<file path="src/rtl/fft16_stage_sequencer_if.sv">
// rtl/fft16_stage_sequencer_if.sv - frame handshake and stage-control bundle of the FFT stage sequencer
interface fft16_stage_sequencer_if #(
  parameter int CW = 2
);
  logic          i_start;
  logic          i_abort;
  logic          o_busy;
  logic          o_done;
  logic [1:0]    o_choose_twiddle;
  logic [1:0]    o_stage;
  logic          o_bf_en;
  logic [CW-1:0] o_bf_cnt;
  logic          o_swap;

  // Frame controller side: issues start/abort, observes progress.
  modport master (
    output i_start,
    output i_abort,
    input  o_busy,
    input  o_done,
    input  o_choose_twiddle,
    input  o_stage,
    input  o_bf_en,
    input  o_bf_cnt,
    input  o_swap
  );

  // Sequencer side.
  modport slave (
    input  i_start,
    input  i_abort,
    output o_busy,
    output o_done,
    output o_choose_twiddle,
    output o_stage,
    output o_bf_en,
    output o_bf_cnt,
    output o_swap
  );
endinterface

</file>
<file path="src/rtl/fft16_stage_sequencer.sv">
// rtl/fft16_stage_sequencer.sv - per-stage LOAD/RUN/WB sequencer for the 16-point radix-2 FFT
module fft16_stage_sequencer #(
  parameter int STAGES       = 4,
  parameter int STAGE_CYCLES = 4,
  parameter int ROM_LAT      = 1
) (
  input  logic                      i_clk,
  input  logic                      i_rst_n,
  fft16_stage_sequencer_if.slave    bus
);

  // Butterfly index width, and a shared counter wide enough for both the
  // ROM settling wait and the butterfly run.
  localparam int CW = (STAGE_CYCLES > 1) ? $clog2(STAGE_CYCLES) : 1;
  localparam int LW = (ROM_LAT > 1) ? $clog2(ROM_LAT) : 1;
  localparam int NW = (CW > LW) ? CW : LW;

  localparam logic [NW-1:0] LOAD_LAST  = NW'(ROM_LAT - 1);
  localparam logic [NW-1:0] RUN_LAST   = NW'(STAGE_CYCLES - 1);
  localparam logic [1:0]    STAGE_LAST = 2'(STAGES - 1);

  typedef enum logic [2:0] {
    S_IDLE = 3'd0,
    S_LOAD = 3'd1,
    S_RUN  = 3'd2,
    S_WB   = 3'd3,
    S_DONE = 3'd4
  } state_t;

  state_t          r_state;
  state_t          w_state_nxt;
  logic [NW-1:0]   r_cnt;
  logic [NW-1:0]   w_cnt_nxt;
  logic [1:0]      r_stage;
  logic [1:0]      w_stage_nxt;

  // State, shared counter and stage index registers.
  always_ff @(posedge i_clk or negedge i_rst_n) begin
    if (!i_rst_n) begin
      r_state <= S_IDLE;
      r_cnt   <= '0;
      r_stage <= 2'd0;
    end else begin
      r_state <= w_state_nxt;
      r_cnt   <= w_cnt_nxt;
      r_stage <= w_stage_nxt;
    end
  end

  // Next-state logic; the counter restarts at 0 on every state entry and
  // abort from any active state overrides the normal flow.
  always_comb begin
    w_state_nxt = r_state;
    w_cnt_nxt   = r_cnt;
    w_stage_nxt = r_stage;
    case (r_state)
      S_IDLE: begin
        if (bus.i_start && !bus.i_abort) begin
          w_state_nxt = S_LOAD;
          w_cnt_nxt   = '0;
          w_stage_nxt = 2'd0;
        end
      end
      S_LOAD: begin
        if (r_cnt == LOAD_LAST) begin
          w_state_nxt = S_RUN;
          w_cnt_nxt   = '0;
        end else begin
          w_cnt_nxt = r_cnt + NW'(1);
        end
      end
      S_RUN: begin
        if (r_cnt == RUN_LAST) begin
          w_state_nxt = S_WB;
          w_cnt_nxt   = '0;
        end else begin
          w_cnt_nxt = r_cnt + NW'(1);
        end
      end
      S_WB: begin
        w_cnt_nxt = '0;
        if (r_stage == STAGE_LAST) begin
          w_state_nxt = S_DONE;
        end else begin
          w_state_nxt = S_LOAD;
          w_stage_nxt = r_stage + 2'd1;
        end
      end
      S_DONE: begin
        w_state_nxt = S_IDLE;
        w_cnt_nxt   = '0;
        w_stage_nxt = 2'd0;
      end
      default: begin
        w_state_nxt = S_IDLE;
        w_cnt_nxt   = '0;
        w_stage_nxt = 2'd0;
      end
    endcase
    if (bus.i_abort && (r_state != S_IDLE)) begin
      w_state_nxt = S_IDLE;
      w_cnt_nxt   = '0;
      w_stage_nxt = 2'd0;
    end
  end

  // Outputs decoded purely from registered state; no input reaches an output
  // within the same cycle.
  assign bus.o_busy           = (r_state != S_IDLE);
  assign bus.o_done           = (r_state == S_DONE);
  assign bus.o_bf_en          = (r_state == S_RUN);
  assign bus.o_swap           = (r_state == S_WB);
  assign bus.o_bf_cnt         = (r_state == S_RUN) ? r_cnt[CW-1:0] : '0;
  assign bus.o_stage          = r_stage;
  assign bus.o_choose_twiddle = r_stage;

endmodule

</file>
<file path="src/flat_wrapper.sv">
// flat-port wrapper written by rule: the top's interface ports become plain ports
module fft16_stage_sequencer_flat 
#(
  parameter int STAGES       = 4,
  parameter int STAGE_CYCLES = 4,
  parameter int ROM_LAT      = 1
)
  (i_clk, i_rst_n, bus_i_start, bus_i_abort, bus_o_busy, bus_o_done, bus_o_choose_twiddle, bus_o_stage, bus_o_bf_en, bus_o_bf_cnt, bus_o_swap);
  fft16_stage_sequencer_if #(.CW(2)) bus_i ();
  input  logic i_clk;
  input  logic i_rst_n;
  input wire logic [$bits(bus_i.i_start)-1:0] bus_i_start;
  input wire logic [$bits(bus_i.i_abort)-1:0] bus_i_abort;
  output wire logic [$bits(bus_i.o_busy)-1:0] bus_o_busy;
  output wire logic [$bits(bus_i.o_done)-1:0] bus_o_done;
  output wire logic [$bits(bus_i.o_choose_twiddle)-1:0] bus_o_choose_twiddle;
  output wire logic [$bits(bus_i.o_stage)-1:0] bus_o_stage;
  output wire logic [$bits(bus_i.o_bf_en)-1:0] bus_o_bf_en;
  output wire logic [$bits(bus_i.o_bf_cnt)-1:0] bus_o_bf_cnt;
  output wire logic [$bits(bus_i.o_swap)-1:0] bus_o_swap;
  assign bus_i.i_start = bus_i_start;
  assign bus_i.i_abort = bus_i_abort;
  assign bus_o_busy = bus_i.o_busy;
  assign bus_o_done = bus_i.o_done;
  assign bus_o_choose_twiddle = bus_i.o_choose_twiddle;
  assign bus_o_stage = bus_i.o_stage;
  assign bus_o_bf_en = bus_i.o_bf_en;
  assign bus_o_bf_cnt = bus_i.o_bf_cnt;
  assign bus_o_swap = bus_i.o_swap;
  fft16_stage_sequencer #(.STAGES(STAGES), .STAGE_CYCLES(STAGE_CYCLES), .ROM_LAT(ROM_LAT)) u_core (.i_clk(i_clk), .i_rst_n(i_rst_n), .bus(bus_i));
endmodule
</file>
<file path="config.mk">
export PLATFORM = sky130hd
export DESIGN_NAME = fft16_stage_sequencer_flat
export DESIGN_NICKNAME = d
export VERILOG_FILES = /design/src/rtl/fft16_stage_sequencer_if.sv /design/src/rtl/fft16_stage_sequencer.sv /design/src/flat_wrapper.sv
export SDC_FILE = /design/constraint.sdc
export NUM_CORES = 1
export LEC_CHECK = 0
export CAP_MARGIN = 20
export CORE_AREA = 2 2 39 41
export CTS_CLUSTER_SIZE = 24
export DETAILED_ROUTE_END_ITERATION = 8
export DIE_AREA = 0 0 41 43
export GPL_TIMING_DRIVEN = 1
export PLACE_DENSITY_LB_ADDON = 0.08
export SLEW_MARGIN = 20
export SYNTH_ARGS = -nofsm -noshare
export SYNTH_HDL_FRONTEND = slang
export SYNTH_SLANG_ARGS = --single-unit
export TNS_END_PERCENT = 1
</file>
<file path="constraint.sdc">
create_clock -name i_clk -period 1.87 [get_ports i_clk]
set_input_delay 0.4675 -clock i_clk [delete_from_list [all_inputs] [get_ports i_clk]]
set_output_delay 0.4675 -clock i_clk [all_outputs]
set_load 0.05 [all_outputs]
</file>
Word level (Yosys, flattened, before mapping)
Index checks and enable logic that the tools add are counted.
Cells by class
  add/sub/neg operators: 2
  eq/ne operators: 11
  muxes and demuxes: 15
  reductions and logical operators: 9
Operators with widths (count)
  $mux 3: 5
  $mux 2: 7
  $pmux 2 s3: 2
  $pmux 3 s4: 1
  $ne 3x1->1 const B: 3
  $eq 3x2->1 const B: 2
  $reduce_and 3->1: 2
  $add 2x1->2 const B: 2
  $eq 2x2->1 const B: 2
  $eq 3x1->1 const B: 1
  $eq 3x3->1 const B: 1
  $logic_not 3->1: 1
  $ne 3x3->1 const B: 1
  $reduce_bool 3->1: 1
  $logic_and 1x1->1: 2
  $logic_not 2->1: 1
  $ne 2x1->1 const B: 1
  $reduce_or 2->1: 1
  $logic_not 1->1: 1
Word-level totals
  bits in registers: 7
  bits of input ports: 4
  output and inout port bits: 10
  logic and storage cells: 40

Depth between registers and ports, before layout
Gate-level depths: netlist of the first run.
  depth in word-level cells: 5
  mapped depth: 6
  mapped depth without buffers: 6

Worst setup path before layout of the first run
OpenSTA, ideal clock, no wires.
  kind: register -> output
  start: reg u_core.r_state[2]
  end: out bus_o_bf_cnt[0]
  arrival time: 1.674 ns
  data required time: 1.402 ns
  slack: -0.272 ns
  cell stages (with the launch flop): 3
  buffers on the path: 1
  path through: dfrtp_1 -> clkbuf_1 -> nor3_1
Between the ends
  word-level cells in the longest chain between the ends: 2
RTL lines
  from (decl): line fft16_stage_sequencer.sv:30  | state_t r_state;
  from (signal assigned): line fft16_stage_sequencer.sv:44  | r_state <= w_state_nxt;
  $eq 3x2->1: line fft16_stage_sequencer.sv:113  | assign bus.o_bf_cnt = (r_state == S_RUN) ? r_cnt[CW-1:0] : '0;
  $mux 2: line fft16_stage_sequencer.sv:113
  to (decl): line flat_wrapper.sv:19  | output wire logic [$bits(bus_i.o_bf_cnt)-1:0] bus_o_bf_cnt;
Every way passes these cells.

Final worst setup path of the first run
  start: reg u_core.r_state[1]
  end: out bus_o_done
Between the ends
  word-level cells in the longest chain between the ends: 1
RTL lines
  $eq 3x3->1: line fft16_stage_sequencer.sv:110  | assign bus.o_done = (r_state == S_DONE);
  to (decl): line flat_wrapper.sv:15  | output wire logic [$bits(bus_i.o_done)-1:0] bus_o_done;
Every way passes these cells.

==> flow_summary.ini, run 1 <==
[run_status]
outcome = complete, no violations

[layout]
layout-drive-gt1-share_pct = 29.3
area_growth_pct = 42.6
nFillCells = 142
layout_commonest_cell = buf_4
n_antenna_cell = 0
fin_nets = 84
fin_util_pct = 52.6
final_cells = 91
final_cell_mix = 10 x buf_4, 6 x nor2_1, 6 x dfrtp_1

[sta]
finalSetupViolations = 0
skew_ps = 4.11
rsz0062_at_grt = no
min_period_over_period_pct = 97.0
fmax_mhz = 551
slew_headroom_pct = 77.1
period_needed_ps = 1810
tightest_slew_ps = 341
finalHoldViolCount = 0
drv_slew = 0

[power_and_ir_drop]
power_leakage_nw = 0.343
powerDensity_nw_per_um2 = 1330
irDropWorstVdd_mv = 0.493

[yosys]
syn_nets = 66
syn_area_sq_um = 510
synth_top_area_cell = dfrtp_1
synthDistinctLibCells = 26
postSynthRegisterBits = 7
synth_top_area_share_pct = 34.3
synth_ff_type = dfrtp_1
ys_warn_count = 0
synth_cells = 58
seq_area_frac_synth_pct = 34.3
synth_async_sr_flop_share_pct = 100
synth_edf_count = 0
synth.area.top_cells = dfrtp_1 34%, ha_1 9.8%, nor2_1 4.4%, a21oi_1 3.9%, and2_1 3.7%
synth.avg_cell_area_sq_um = 8.80

[routing]
drc_errors = 0
drtIter0Drc = 9
first_pass_iters = 4
vias = 459
wl_per_cell_um = 11.7
detail-route-antenna-nets = 0
vias_per_cell = 5.04
drt-total-wl_um = 1060

[clock_network]
clkTransAtPathRegs_ps = 50
cts_tree = done
clock_path_buffers = 2
h-tree-depth = 1
root_buffer = clkbuf_4
hold_buffers = 0
clkLatencyLatePin_ps = 250
cts_buffers = 3
cts_sinks = 7
cts_setup_buffers = 0

[floorplanning]
initial_core_util_pct = 36.9
coreArea_sq_um = 1380
dieArea_sq_um = 1760
die_w_um = 41
fp.dieH_um = 43
ioPinCount = 14
rows = 14

[place]
numPlacedInstances = 87
port_buffers = 13
dp_hpwl_um = 861
gp_congestion = 0.721

[hold_path]
hold_path.class = primary input to async pin

[run]
cap_viol_max_count = 0

[grt]
overflow = 0
grt_pass1_vias = 451
antenna_found_initial = 0
grt_usage_pct = 16.3
grt_max_degree = 13
grt_pass1_wl_um = 1900

[setup_path]
arrival_ps = 1350
cp_max_fo = 6
cp-start-kind = register
cp.required_ps = 1400
worstSetupPathType = register to primary output
end_kind = primary output
[area by class of cell]
class                           instances  area (sq um)  area share [%]
Multi-Input combinational cell         42           285            39.2
Timing Repair Buffer                   18           205            28.2
Sequential cell                         7           176            24.2
Clock buffer                            4          26.3            3.61
Tap cell                               16          20.0            2.75
Inverter                                4          15.0            2.06
[routing by layer]
metal / track usage, % / vias up / wire length, um
met3: 3.14 / 2 / 41
met2: 23.4 / 10 / 539
li1: - / 232 / -
met4: 13.3 / 0 / 15
met5: 0 / - / 0
met1: 19.9 / 215 / 467
[power breakdown]
group	switching, mW	total (mW)	internal (mW)
logic	0.342	0.590	0.248
registers	0.0450	0.238	0.193
clock network	0.0564	0.138	0.0815
total	0.444	0.966	0.523
[worst max-delay path: stages, from the launching register on]
cell and delay [ps]:
dfrtp_2 450, buf_4 180, nor2_1 140, and2_1 190
buf_12 140
[kinds of logic after synthesis]
logic type      synth area share, %
mux                            4.17
buf+inv                        9.80
fa+ha+maj                      9.80
xor+xnor                       1.72
simple gates                   25.5
flops                          34.3
compound gates                 14.7
[state kept, by name, summed over array words and instances, names as in the netlist]
signal	flops
u_core.r_state	3
u_core.r_cnt	2
u_core.bus.o_choose_twiddle	2
[path summary, 6_finish.rpt]
kind / startpoint / to / slack [ps] / depth (start not counted)
max in group asynchronous: i_rst_n / u_core.r_state[1] / 1110 / 1
setup / recovery: u_core.r_state[1] / bus_o_done / 60 / 4
setup reg to reg: u_core.bus.o_choose_twiddle[0] / u_core.bus.o_choose_twiddle[0] / 410 / 5
hold / removal: i_rst_n / u_core.r_cnt[0] / 480 / 1
min in group i_clk: u_core.r_cnt[1] / u_core.r_cnt[1] / 560 / 2
hold reg to reg: u_core.r_cnt[1] / u_core.r_cnt[1] / 560 / 2
[what timing repair did]
item	4_1_cts	5_1_grt
resized for setup	0	1
hold endpoints to repair	0	0
setup endpoints to repair	0	3
[Yosys cell counts, types with 2 or more instances]
cell	count
a21oi_1	4
and2_1	3
ha_1	4
inv_1	4
o21ai_1	2
nor3_1	3
nand2_1	5
nand3_1	2
buf_4	2
nor2_1	6
dfrtp_1	7
nand2b_1	2
[through the flow]
step	hold WS (ps)	total power, mW	setup TNS (ps)	instance area (sq um)	setup WS [ps]
floorplan	172	0.646	-544	510	-272
global placement	560	0.837	0	701	31.6
detailed placement	558	0.832	0	701	18.8
CTS	500	0.974	0	727	27.5
global route	484	1.05	0	728	7.37
finish	483	0.966	0	728	55.4
No activity file was read; power rests on OpenSTA's default activity.
==> run 2, diff against run 1 <==
--- a/config.mk
+++ b/config.mk
@@ -7,9 +7,10 @@
 export LEC_CHECK = 0
 export CAP_MARGIN = 20
 export CORE_AREA = 2 2 39 41
-export CTS_CLUSTER_SIZE = 24
+export CTS_CLUSTER_SIZE = 28
 export DETAILED_ROUTE_END_ITERATION = 8
 export DIE_AREA = 0 0 41 43
+export GPL_ROUTABILITY_DRIVEN = 1
 export GPL_TIMING_DRIVEN = 1
 export PLACE_DENSITY_LB_ADDON = 0.08
 export SLEW_MARGIN = 20
==> results of run 2 <==
Same layout as run 1: the final DEF is identical, and so are final timing and power.
